==> config.mk <==
export PLATFORM = sky130hd
export DESIGN_NAME = bus_fabric_flat
export DESIGN_NICKNAME = d
export VERILOG_FILES = /design/src/rtl/bus_fabric_if.sv /design/src/rtl/bus_fabric.sv /design/src/flat_wrapper.sv
export SDC_FILE = /design/constraint.sdc
export NUM_CORES = 1
export LEC_CHECK = 0
export ABC_CLOCK_PERIOD_IN_PS = 6300
export BUFFER_PORTS_ARGS = -buffer_cell sky130_fd_sc_hd__buf_4
export CAP_MARGIN = 20
export CORE_MARGIN = 5
export CORE_UTILIZATION = 50
export CTS_CLUSTER_SIZE = 28
export DETAILED_ROUTE_END_ITERATION = 8
export GPL_ROUTABILITY_DRIVEN = 0
export PLACE_DENSITY = 0.87
export REMOVE_ABC_BUFFERS = 1
export SYNTH_ARGS = -nofsm -noshare
export SYNTH_HDL_FRONTEND = slang
export SYNTH_SLANG_ARGS = --single-unit
==> constraint.sdc <==
create_clock -name i_clk -period 6.3 [get_ports i_clk]
set_clock_uncertainty 0.2 [all_clocks]
set_input_delay 1.575 -clock i_clk [delete_from_list [all_inputs] [get_ports i_clk]]
set_output_delay 1.575 -clock i_clk [all_outputs]
set_load 0.02 [all_outputs]
==> src/rtl/bus_fabric_if.sv <==
// Bus bundle between one master, the bus_fabric and its slave regions.
// The fabric uses the slave modport; the master/bench side uses the master modport.
interface bus_fabric_if #(
  parameter int N_SLAVES = 4,
  parameter int AW       = 16,
  parameter int DW       = 16
);
  logic                   i_m_req;
  logic [AW-1:0]          i_m_addr;
  logic [DW-1:0]          i_m_wdata;
  logic                   i_m_we;
  logic [DW-1:0]          o_m_rdata;
  logic                   o_m_ack;
  logic                   o_m_err;
  logic [N_SLAVES-1:0]    o_s_sel;
  logic [AW-1:0]          o_s_addr;
  logic [DW-1:0]          o_s_wdata;
  logic                   o_s_we;
  logic [N_SLAVES*DW-1:0] i_s_rdata;
  logic [N_SLAVES-1:0]    i_s_ack;

  modport slave (
    input  i_m_req, i_m_addr, i_m_wdata, i_m_we, i_s_rdata, i_s_ack,
    output o_m_rdata, o_m_ack, o_m_err, o_s_sel, o_s_addr, o_s_wdata, o_s_we
  );

  modport master (
    output i_m_req, i_m_addr, i_m_wdata, i_m_we, i_s_rdata, i_s_ack,
    input  o_m_rdata, o_m_ack, o_m_err, o_s_sel, o_s_addr, o_s_wdata, o_s_we
  );
endinterface

==> src/rtl/bus_fabric.sv <==
// Single-master address-decoding fabric with per-access timeout and a small
// error capture block (ERR_ADDR / ERR_STAT) mapped at ERR_BASE.
module bus_fabric #(
  parameter int                     N_SLAVES = 4,
  parameter int                     AW       = 16,
  parameter int                     DW       = 16,
  parameter logic [N_SLAVES*AW-1:0] SLV_BASE = {16'h0420, 16'h0410, 16'h0400, 16'h0000},
  parameter logic [N_SLAVES*AW-1:0] SLV_MASK = {16'hFFFC, 16'hFFFF, 16'hFFFE, 16'hFC00},
  parameter int                     TIMEOUT  = 15,
  parameter logic [AW-1:0]          ERR_BASE = 16'h04F0
) (
  input  logic          i_clk,
  input  logic          i_reset_n,
  bus_fabric_if.slave   bus,
  output logic          o_err_int
);

  localparam int IW = (N_SLAVES > 1) ? $clog2(N_SLAVES) : 1;
  localparam int CW = (TIMEOUT > 1) ? $clog2(TIMEOUT + 1) : 1;
  localparam logic [AW-1:0] ERR_STAT_ADDR = ERR_BASE + 1'b1;

  typedef enum logic [1:0] {S_IDLE, S_WAIT, S_RESP} state_e;

  state_e              state_q, state_d;
  logic [CW-1:0]       cnt_q, cnt_d;
  logic [AW-1:0]       addr_q, addr_d;
  logic [DW-1:0]       wdata_q, wdata_d;
  logic                we_q, we_d;
  logic [N_SLAVES-1:0] sel_q, sel_d;
  logic [IW-1:0]       idx_q, idx_d;
  logic [DW-1:0]       rdata_q, rdata_d;
  logic                ack_q, ack_d;
  logic                err_q, err_d;
  logic [AW-1:0]       errAddr_q, errAddr_d;
  logic [2:0]          errStat_q, errStat_d;

  logic                hit;
  logic [IW-1:0]       hitIdx;
  logic                isErrReg;
  logic                recordErr;
  logic                errType;
  logic [AW-1:0]       faultAddr;

  // Scan from the top down so the lowest matching region wins on overlap.
  always_comb begin
    hit    = 1'b0;
    hitIdx = '0;
    for (int k = N_SLAVES - 1; k >= 0; k--) begin
      if ((bus.i_m_addr & SLV_MASK[k*AW +: AW]) == SLV_BASE[k*AW +: AW]) begin
        hit    = 1'b1;
        hitIdx = IW'(k);
      end
    end
    isErrReg = (bus.i_m_addr == ERR_BASE) || (bus.i_m_addr == ERR_STAT_ADDR);
  end

  always_comb begin
    state_d   = state_q;
    cnt_d     = cnt_q;
    addr_d    = addr_q;
    wdata_d   = wdata_q;
    we_d      = we_q;
    sel_d     = sel_q;
    idx_d     = idx_q;
    rdata_d   = rdata_q;
    ack_d     = 1'b0;
    err_d     = 1'b0;
    errAddr_d = errAddr_q;
    errStat_d = errStat_q;
    recordErr = 1'b0;
    errType   = 1'b0;
    faultAddr = addr_q;

    case (state_q)
      S_IDLE: begin
        if (bus.i_m_req) begin
          addr_d  = bus.i_m_addr;
          wdata_d = bus.i_m_wdata;
          we_d    = bus.i_m_we;
          if (isErrReg) begin
            state_d = S_RESP;
            ack_d   = 1'b1;
            if (bus.i_m_we) begin
              if (bus.i_m_addr == ERR_STAT_ADDR) errStat_d = '0;
            end else begin
              rdata_d = (bus.i_m_addr == ERR_BASE) ? DW'(errAddr_q) : DW'(errStat_q);
            end
          end else if (hit) begin
            state_d        = S_WAIT;
            cnt_d          = '0;
            idx_d          = hitIdx;
            sel_d          = '0;
            sel_d[hitIdx]  = 1'b1;
          end else begin
            state_d   = S_RESP;
            err_d     = 1'b1;
            recordErr = 1'b1;
            faultAddr = bus.i_m_addr;
          end
        end
      end
      S_WAIT: begin
        // Ack is tested before the timeout so a coincident ack wins.
        if (|(bus.i_s_ack & sel_q)) begin
          state_d = S_RESP;
          ack_d   = 1'b1;
          sel_d   = '0;
          if (!we_q) rdata_d = bus.i_s_rdata[idx_q*DW +: DW];
        end else if ((TIMEOUT != 0) && (cnt_q == CW'(TIMEOUT - 1))) begin
          state_d   = S_RESP;
          err_d     = 1'b1;
          sel_d     = '0;
          recordErr = 1'b1;
          errType   = 1'b1;
        end else begin
          cnt_d = cnt_q + 1'b1;
        end
      end
      S_RESP: begin
        state_d = S_IDLE;
      end
      default: begin
        state_d = S_IDLE;
        sel_d   = '0;
      end
    endcase

    if (recordErr) begin
      if (errStat_q[0]) begin
        errStat_d[2] = 1'b1;
      end else begin
        errAddr_d = faultAddr;
        errStat_d = {1'b0, errType, 1'b1};
      end
    end
  end

  always_ff @(posedge i_clk or negedge i_reset_n) begin
    if (!i_reset_n) begin
      state_q   <= S_IDLE;
      cnt_q     <= '0;
      addr_q    <= '0;
      wdata_q   <= '0;
      we_q      <= 1'b0;
      sel_q     <= '0;
      idx_q     <= '0;
      rdata_q   <= '0;
      ack_q     <= 1'b0;
      err_q     <= 1'b0;
      errAddr_q <= '0;
      errStat_q <= '0;
    end else begin
      state_q   <= state_d;
      cnt_q     <= cnt_d;
      addr_q    <= addr_d;
      wdata_q   <= wdata_d;
      we_q      <= we_d;
      sel_q     <= sel_d;
      idx_q     <= idx_d;
      rdata_q   <= rdata_d;
      ack_q     <= ack_d;
      err_q     <= err_d;
      errAddr_q <= errAddr_d;
      errStat_q <= errStat_d;
    end
  end

  assign bus.o_m_rdata = rdata_q;
  assign bus.o_m_ack   = ack_q;
  assign bus.o_m_err   = err_q;
  assign bus.o_s_sel   = sel_q;
  assign bus.o_s_addr  = addr_q;
  assign bus.o_s_wdata = wdata_q;
  assign bus.o_s_we    = we_q;
  assign o_err_int     = errStat_q[0];

endmodule

==> src/flat_wrapper.sv <==
// flat-port wrapper written by rule: the top's interface ports become plain ports
module bus_fabric_flat 
#(
  parameter int                     N_SLAVES = 4,
  parameter int                     AW       = 16,
  parameter int                     DW       = 16,
  parameter logic [N_SLAVES*AW-1:0] SLV_BASE = {16'h0420, 16'h0410, 16'h0400, 16'h0000},
  parameter logic [N_SLAVES*AW-1:0] SLV_MASK = {16'hFFFC, 16'hFFFF, 16'hFFFE, 16'hFC00},
  parameter int                     TIMEOUT  = 15,
  parameter logic [AW-1:0]          ERR_BASE = 16'h04F0
)
  (i_clk, i_reset_n, o_err_int, bus_i_m_req, bus_i_m_addr, bus_i_m_wdata, bus_i_m_we, bus_i_s_rdata, bus_i_s_ack, bus_o_m_rdata, bus_o_m_ack, bus_o_m_err, bus_o_s_sel, bus_o_s_addr, bus_o_s_wdata, bus_o_s_we);
  bus_fabric_if #(.N_SLAVES(N_SLAVES), .AW(AW), .DW(DW)) bus_i ();
  input  logic i_clk;
  input  logic i_reset_n;
  output logic o_err_int;
  input wire logic [$bits(bus_i.i_m_req)-1:0] bus_i_m_req;
  input wire logic [$bits(bus_i.i_m_addr)-1:0] bus_i_m_addr;
  input wire logic [$bits(bus_i.i_m_wdata)-1:0] bus_i_m_wdata;
  input wire logic [$bits(bus_i.i_m_we)-1:0] bus_i_m_we;
  input wire logic [$bits(bus_i.i_s_rdata)-1:0] bus_i_s_rdata;
  input wire logic [$bits(bus_i.i_s_ack)-1:0] bus_i_s_ack;
  output wire logic [$bits(bus_i.o_m_rdata)-1:0] bus_o_m_rdata;
  output wire logic [$bits(bus_i.o_m_ack)-1:0] bus_o_m_ack;
  output wire logic [$bits(bus_i.o_m_err)-1:0] bus_o_m_err;
  output wire logic [$bits(bus_i.o_s_sel)-1:0] bus_o_s_sel;
  output wire logic [$bits(bus_i.o_s_addr)-1:0] bus_o_s_addr;
  output wire logic [$bits(bus_i.o_s_wdata)-1:0] bus_o_s_wdata;
  output wire logic [$bits(bus_i.o_s_we)-1:0] bus_o_s_we;
  assign bus_i.i_m_req = bus_i_m_req;
  assign bus_i.i_m_addr = bus_i_m_addr;
  assign bus_i.i_m_wdata = bus_i_m_wdata;
  assign bus_i.i_m_we = bus_i_m_we;
  assign bus_i.i_s_rdata = bus_i_s_rdata;
  assign bus_i.i_s_ack = bus_i_s_ack;
  assign bus_o_m_rdata = bus_i.o_m_rdata;
  assign bus_o_m_ack = bus_i.o_m_ack;
  assign bus_o_m_err = bus_i.o_m_err;
  assign bus_o_s_sel = bus_i.o_s_sel;
  assign bus_o_s_addr = bus_i.o_s_addr;
  assign bus_o_s_wdata = bus_i.o_s_wdata;
  assign bus_o_s_we = bus_i.o_s_we;
  bus_fabric #(.N_SLAVES(N_SLAVES), .AW(AW), .DW(DW), .SLV_BASE(SLV_BASE), .SLV_MASK(SLV_MASK), .TIMEOUT(TIMEOUT), .ERR_BASE(ERR_BASE)) u_core (.i_clk(i_clk), .i_reset_n(i_reset_n), .bus(bus_i), .o_err_int(o_err_int));
endmodule
# --- Word-level counts from Yosys, hierarchy flattened ---
# Index checks and enable logic that the tools add are counted.
totals:
  register_bits: 82
  input_bits: 104
op_classes:
  n_addsub: 1
  order_cmp: 2
  n_eq_ne: 18
  n_shift: 1
  muxes: 58
  n_bitwise: 4
  reduce_logical: 19
ops:
  columns: ["cell", "count"]
  rows:
  - ["$mux 16", 10]
  - ["$shiftx 64x7->16", 1]
  - ["$eq 16x11->1 const B", 3]
  - ["$mux 4", 10]
  - ["$pmux 16 s2", 1]
  - ["$mux 2", 10]
  - ["$mux 3", 6]
  - ["$logic_not 16->1", 1]
  - ["$eq 15x10->1 const B", 1]
  - ["$mux 1", 15]
  - ["$eq 14x9->1 const B", 1]
  - ["$ne 2x2->1 const B", 6]
  - ["$pmux 4 s3", 1]
  - ["$reduce_and 6->1", 2]
  - ["$reduce_bool 2->1", 6]
  - ["$reduce_and 5->1", 2]
  - ["$pmux 4 s2", 1]
  - ["$ne 2x1->1 const B", 3]
  - ["$reduce_and 2->1", 3]
  - ["$add 4x1->4 const B", 1]
  - ["$and 4x4->4", 1]
  - ["$eq 4x4->1 const B", 1]
  - ["$pmux 1 s2", 2]
  - ["$pmux 2 s2", 1]
  - ["12 further kinds", 14]

# --- Depth between registers and ports, before layout ---
depth:
  ltp_word: 13
  depth_mapped: 8
  mapped_depth_nobuf: 7

# --- Least setup slack after synthesis ---
# OpenSTA, ideal clock, no wires.
synth_path:
  kind: "input port to flip-flop"
  from: "in bus_i_m_addr[12]"
  to: "reg u_core.errAddr_q[1]"
  setup_ns: 0.123
  arrival_time_ns: 3.490
  t_required_ns: 5.977
  path_slack_ns: 2.488
  cell_stages: 8
  path_buffers: 2
  cell_sequence: "or4_1 -> or4_1 -> buf_2 -> nor2_1 -> a211o_2 -> a21oi_2 -> buf_2 -> o221a_2"
synth_between:
  elab_chain_cells: 10
synth_rtl:
  columns: ["element", "line_no", "rtl"]
  rows:
  - ["start: declaration", "flat_wrapper.sv:18", "input wire logic [$bits(bus_i.i_m_addr)-1:0] bus_i_m_addr;"]
  - ["$eq 14x9->1", "bus_fabric.sv:49", "if ((bus.i_m_addr & SLV_MASK[k*AW +: AW]) == SLV_BASE[k*AW +: AW]) begin"]
  - ["$mux 1 (4 in series)", "bus_fabric.sv:49", null]
  - ["$mux 1", "bus_fabric.sv:88", "end else if (hit) begin"]
  - ["$mux 1", "bus_fabric.sv:80", "if (isErrReg) begin"]
  - ["$mux 1", "bus_fabric.sv:76", "if (bus.i_m_req) begin"]
  - ["$pmux 1 s2", "bus_fabric.sv:74", "case (state_q)"]
  - ["$reduce_and 2->1 (no line)", null, null]
  - ["end signal: assignment", "bus_fabric.sv:163", "errAddr_q <= errAddr_d;"]
  - ["end: declaration", "bus_fabric.sv:34", "logic [AW-1:0] errAddr_q, errAddr_d;"]
# Several ways; a longest one is shown, not always the timed one.
# A chain may end at the register's enable or synchronous reset.

# --- Worst setup path in the final report ---
layout_path:
  from: "in bus_i_m_addr[12]"
  to: "reg u_core.rdata_q[8] (netlist: u_core.bus.o_m_rdata[8])"
layout_between:
  elab_chain_cells: 6
layout_rtl:
  columns: ["element", "line_no", "rtl"]
  rows:
  - ["$eq 16x11->1", "bus_fabric.sv:54, bus_fabric.sv:86", null]
  - ["$mux 16", "bus_fabric.sv:86", "rdata_d = (bus.i_m_addr == ERR_BASE) ? DW'(errAddr_q) : DW'(errStat_q);"]
  - ["$mux 16", "bus_fabric.sv:83", "if (bus.i_m_we) begin"]
  - ["$mux 16", "bus_fabric.sv:80", null]
  - ["$mux 16", "bus_fabric.sv:76", null]
  - ["$pmux 16 s2", "bus_fabric.sv:74", null]
  - ["end signal: assignment", "bus_fabric.sv:160", "rdata_q <= rdata_d;"]
  - ["end: declaration", "bus_fabric.sv:31", "logic [DW-1:0] rdata_q, rdata_d;"]
# Several ways; a longest one is shown, not always the timed one. The select of a mux whose other input is x is not followed.

==> reports/results.txt <==
outcome -> finished, final reports clean
Synth warnings -> 0
R2R cell count -> 5
Hold Buf Count CTS -> 0
post-CTS sizing -> 0
Worst R2R End -> u_core.errAddr_q[3]
clock latency on the worst-skew pair -> 0.35 ns
register area share after synthesis -> 50.3%
Synth cell types -> 44
Layout Cells excl Fill -> 660
largest net degree at the start of global routing -> 83
Hold Violations, Final -> 0
placed cell area -> 5320 µm²
core area -> 8090 µm²
layout cell share with drive strength beyond 1 -> 42.3%
Die H -> 100 µm
clk sink count -> 82
Setup Buffers After CTS -> 0
f_max -> 250 MHz
total track usage -> 23.6%
CTS tree -> built
worst hold slack -> 0.279 ns
number of fillers in the final layout -> 613
Post-synth ARST share -> 100%
Iter 0 DRT Violations -> 318
post-route design area -> 5600 µm²
CP endpoint -> u_core.bus.o_m_rdata[8]
Yosys reg bits -> 82
multi-input logic area -> 1890 µm²
die width -> 100 µm
Final Net Count -> 656
Area Overhead vs Synth -> 37.3%
Setup crit start -> bus_i_m_addr[12]
slew margin rel. -> 41.1%
crit path DAT -> 4.09 ns
IO Count -> 160
vias in the first global route -> 3,758
vias per inst -> 5.69
Pwr Total -> 1420 µW
Clock Pin Slew Worst Setup and Hold Paths -> 0.08 ns
placed cells -> 642
Routed WL per cell -> 18.1 µm
final antenna-violating net count -> 0
Max FO, Critical Path -> 13
Tightest Pin Transition -> 0.879 ns
syn avg cell area -> 10.2 µm²
WS Path Type -> in2reg
setup violators final -> 0
Reg2Reg Setup Slack -> 3.22 ns
die area -> 10,100 µm²
RSZ-0062 raised after global routing -> false
element type at the critical path end -> register
Reg area -> 2050 µm²
Pwr Density -> 253 nW/µm²
H-tree levels -> 3
EDFF count, synth -> 0
I/O Buffers -> 159
worst hold-check path type -> reg2reg
Setup TNS Final -> 0 ns
MaxCap Viol Count -> 0
synthesized area -> 4080 µm²
routed vias -> 3,757
fin crit share -> 63.6%
clk buf depth -> 2
clock root buffer -> clkbuf_8
final WL -> 11.9 mm
Top FF cell, synth -> dfrtp_1
1st-pass router iterations -> 5
gr ovfl total -> 0
Initial Util -> 50.4%
n_diodes -> 0
Max IR drop VDD -> 164 µV
first-pass GRT wire length -> 18.8 mm
Data required, critical path -> 6.38 ns
Leak -> 0.00264 µW
CP startpoint kind -> input pin
Final HPWL DP -> 8.81 mm
Mapped Cells -> 400
num rows -> 33
min cycle time layout -> 4.01 ns
Reg2Reg Launch Point -> u_core.state_q[1]
initial antenna violation count -> 0
CTS Buf Count -> 9
# DRC -> 0
Final Max Tran Viols -> 0
-- cells in the mapped netlist (all sizes together) (3+ instances only) --
library cell	count	share of area, %
dfrtp	82	50
clkbuf	17	1.6
nor3	8	1.3
mux4	16	8.8
or4	3	0.55
a22oi	13	2.4
nand4	3	0.46
o221a	16	4.4
a21oi	17	3.4
or3	17	2.6
o21ai	16	2.1
nand3	11	1.5
buf	9	1.4
and2	3	0.46
inv	5	0.46
a41oi	3	0.64
a31oi	4	0.77
nand2	110	10
nor2	26	2.5
-- worst max-delay path, cell delays in order --
cell and delay, ns:
buf_4 0.12, or4_1 0.56, nor2_1 0.43, nand3_1 0.24, nor3_2 0.72, a22oi_1 0.25
a21oi_2 0.18
-- metal layers --
metal  vias to the layer above  global-route usage, %  routed length (µm)
li1                       1733                      -                   -
met1                      1818                   30.8                4740
met2                       182                   37.8                5820
met3                        24                   5.42                1100
met4                         0                   10.5                 265
met5                         -                      0                   0
-- registers in the layout (all words and copies together), names as in the netlist --
name and cells:
u_core.bus.o_m_rdata 16, u_core.bus.o_s_addr 16, u_core.bus.o_s_wdata 16, u_core.errAddr_q 16
u_core.bus.o_s_sel 4, u_core.cnt_q 4, u_core.errStat_q 3, u_core.idx_q 2
u_core.state_q 2, u_core.bus.o_m_ack 1, u_core.bus.o_m_err 1, u_core.bus.o_s_we 1
-- stage by stage --
stage / util [%] / worst slack, ns
floorplan: - / 1.93
global route: 69.2 / 2.19
global placement: 65.7 / 2.07
CTS: 68.5 / 2.30
detailed placement: 65.7 / 2.00
finish: 69.2 / 2.29
-- kinds of logic (layout without fill, tap and decap cells) --
kind of cell / Yosys count / in the layout / share of synthesized area [%]
flops: 82 / 82 / 50.3
xor+xnor: 2 / 2 / 0.430
compound gates: 78 / 78 / 15.6
fa+ha+maj: 2 / 2 / 0.613
mux: 17 / 17 / 9.08
buf+inv: 31 / 186 / 3.40
simple gates: 188 / 188 / 20.6
-- report_power, final --
part           total, µW  internal, µW  switching, µW
Sequential           637           591           46.7
Combinational        354           162            192
Clock                427           235            192
Total               1420           987            431
-- cell usage in the layout (no fill, tap or decap), types with 13 or more instances in the layout --
master,count
a21oi_2,14
a22oi_1,13
buf_4,163
dfrtp_1,82
mux4_2,16
nand2_1,110
nor2_1,25
o21ai_0,15
o221a_2,16
or3_1,17
-- cell type report --
| cell class | instances | area share (%) |
|---|---|---|
| clock buffers | 10 | 2.46 |
| clock inverters | 6 | 1.61 |
| inverters | 5 | 0.335 |
| multi-input cells | 287 | 33.8 |
| flip-flops and latches | 82 | 36.6 |
| well taps | 105 | 2.35 |
| repair buffers | 165 | 22.8 |
-- worst min path at each step --
stage | to | from | slack, ns | cells after the start
global placement | u_core.bus.o_s_wdata[3] | u_core.bus.o_s_wdata[3] | 0.26 | 2
global route | u_core.bus.o_s_wdata[3] | u_core.bus.o_s_wdata[3] | 0.30 | 2
detailed placement | u_core.bus.o_s_wdata[9] | u_core.bus.o_s_wdata[9] | 0.26 | 2
CTS | u_core.bus.o_s_wdata[3] | u_core.bus.o_s_wdata[3] | 0.28 | 2
floorplan | u_core.state_q[1] | u_core.state_q[1] | 0.27 | 1
finish | u_core.bus.o_s_wdata[3] | u_core.bus.o_s_wdata[3] | 0.28 | 2
No activity file was read; power rests on OpenSTA's default activity.
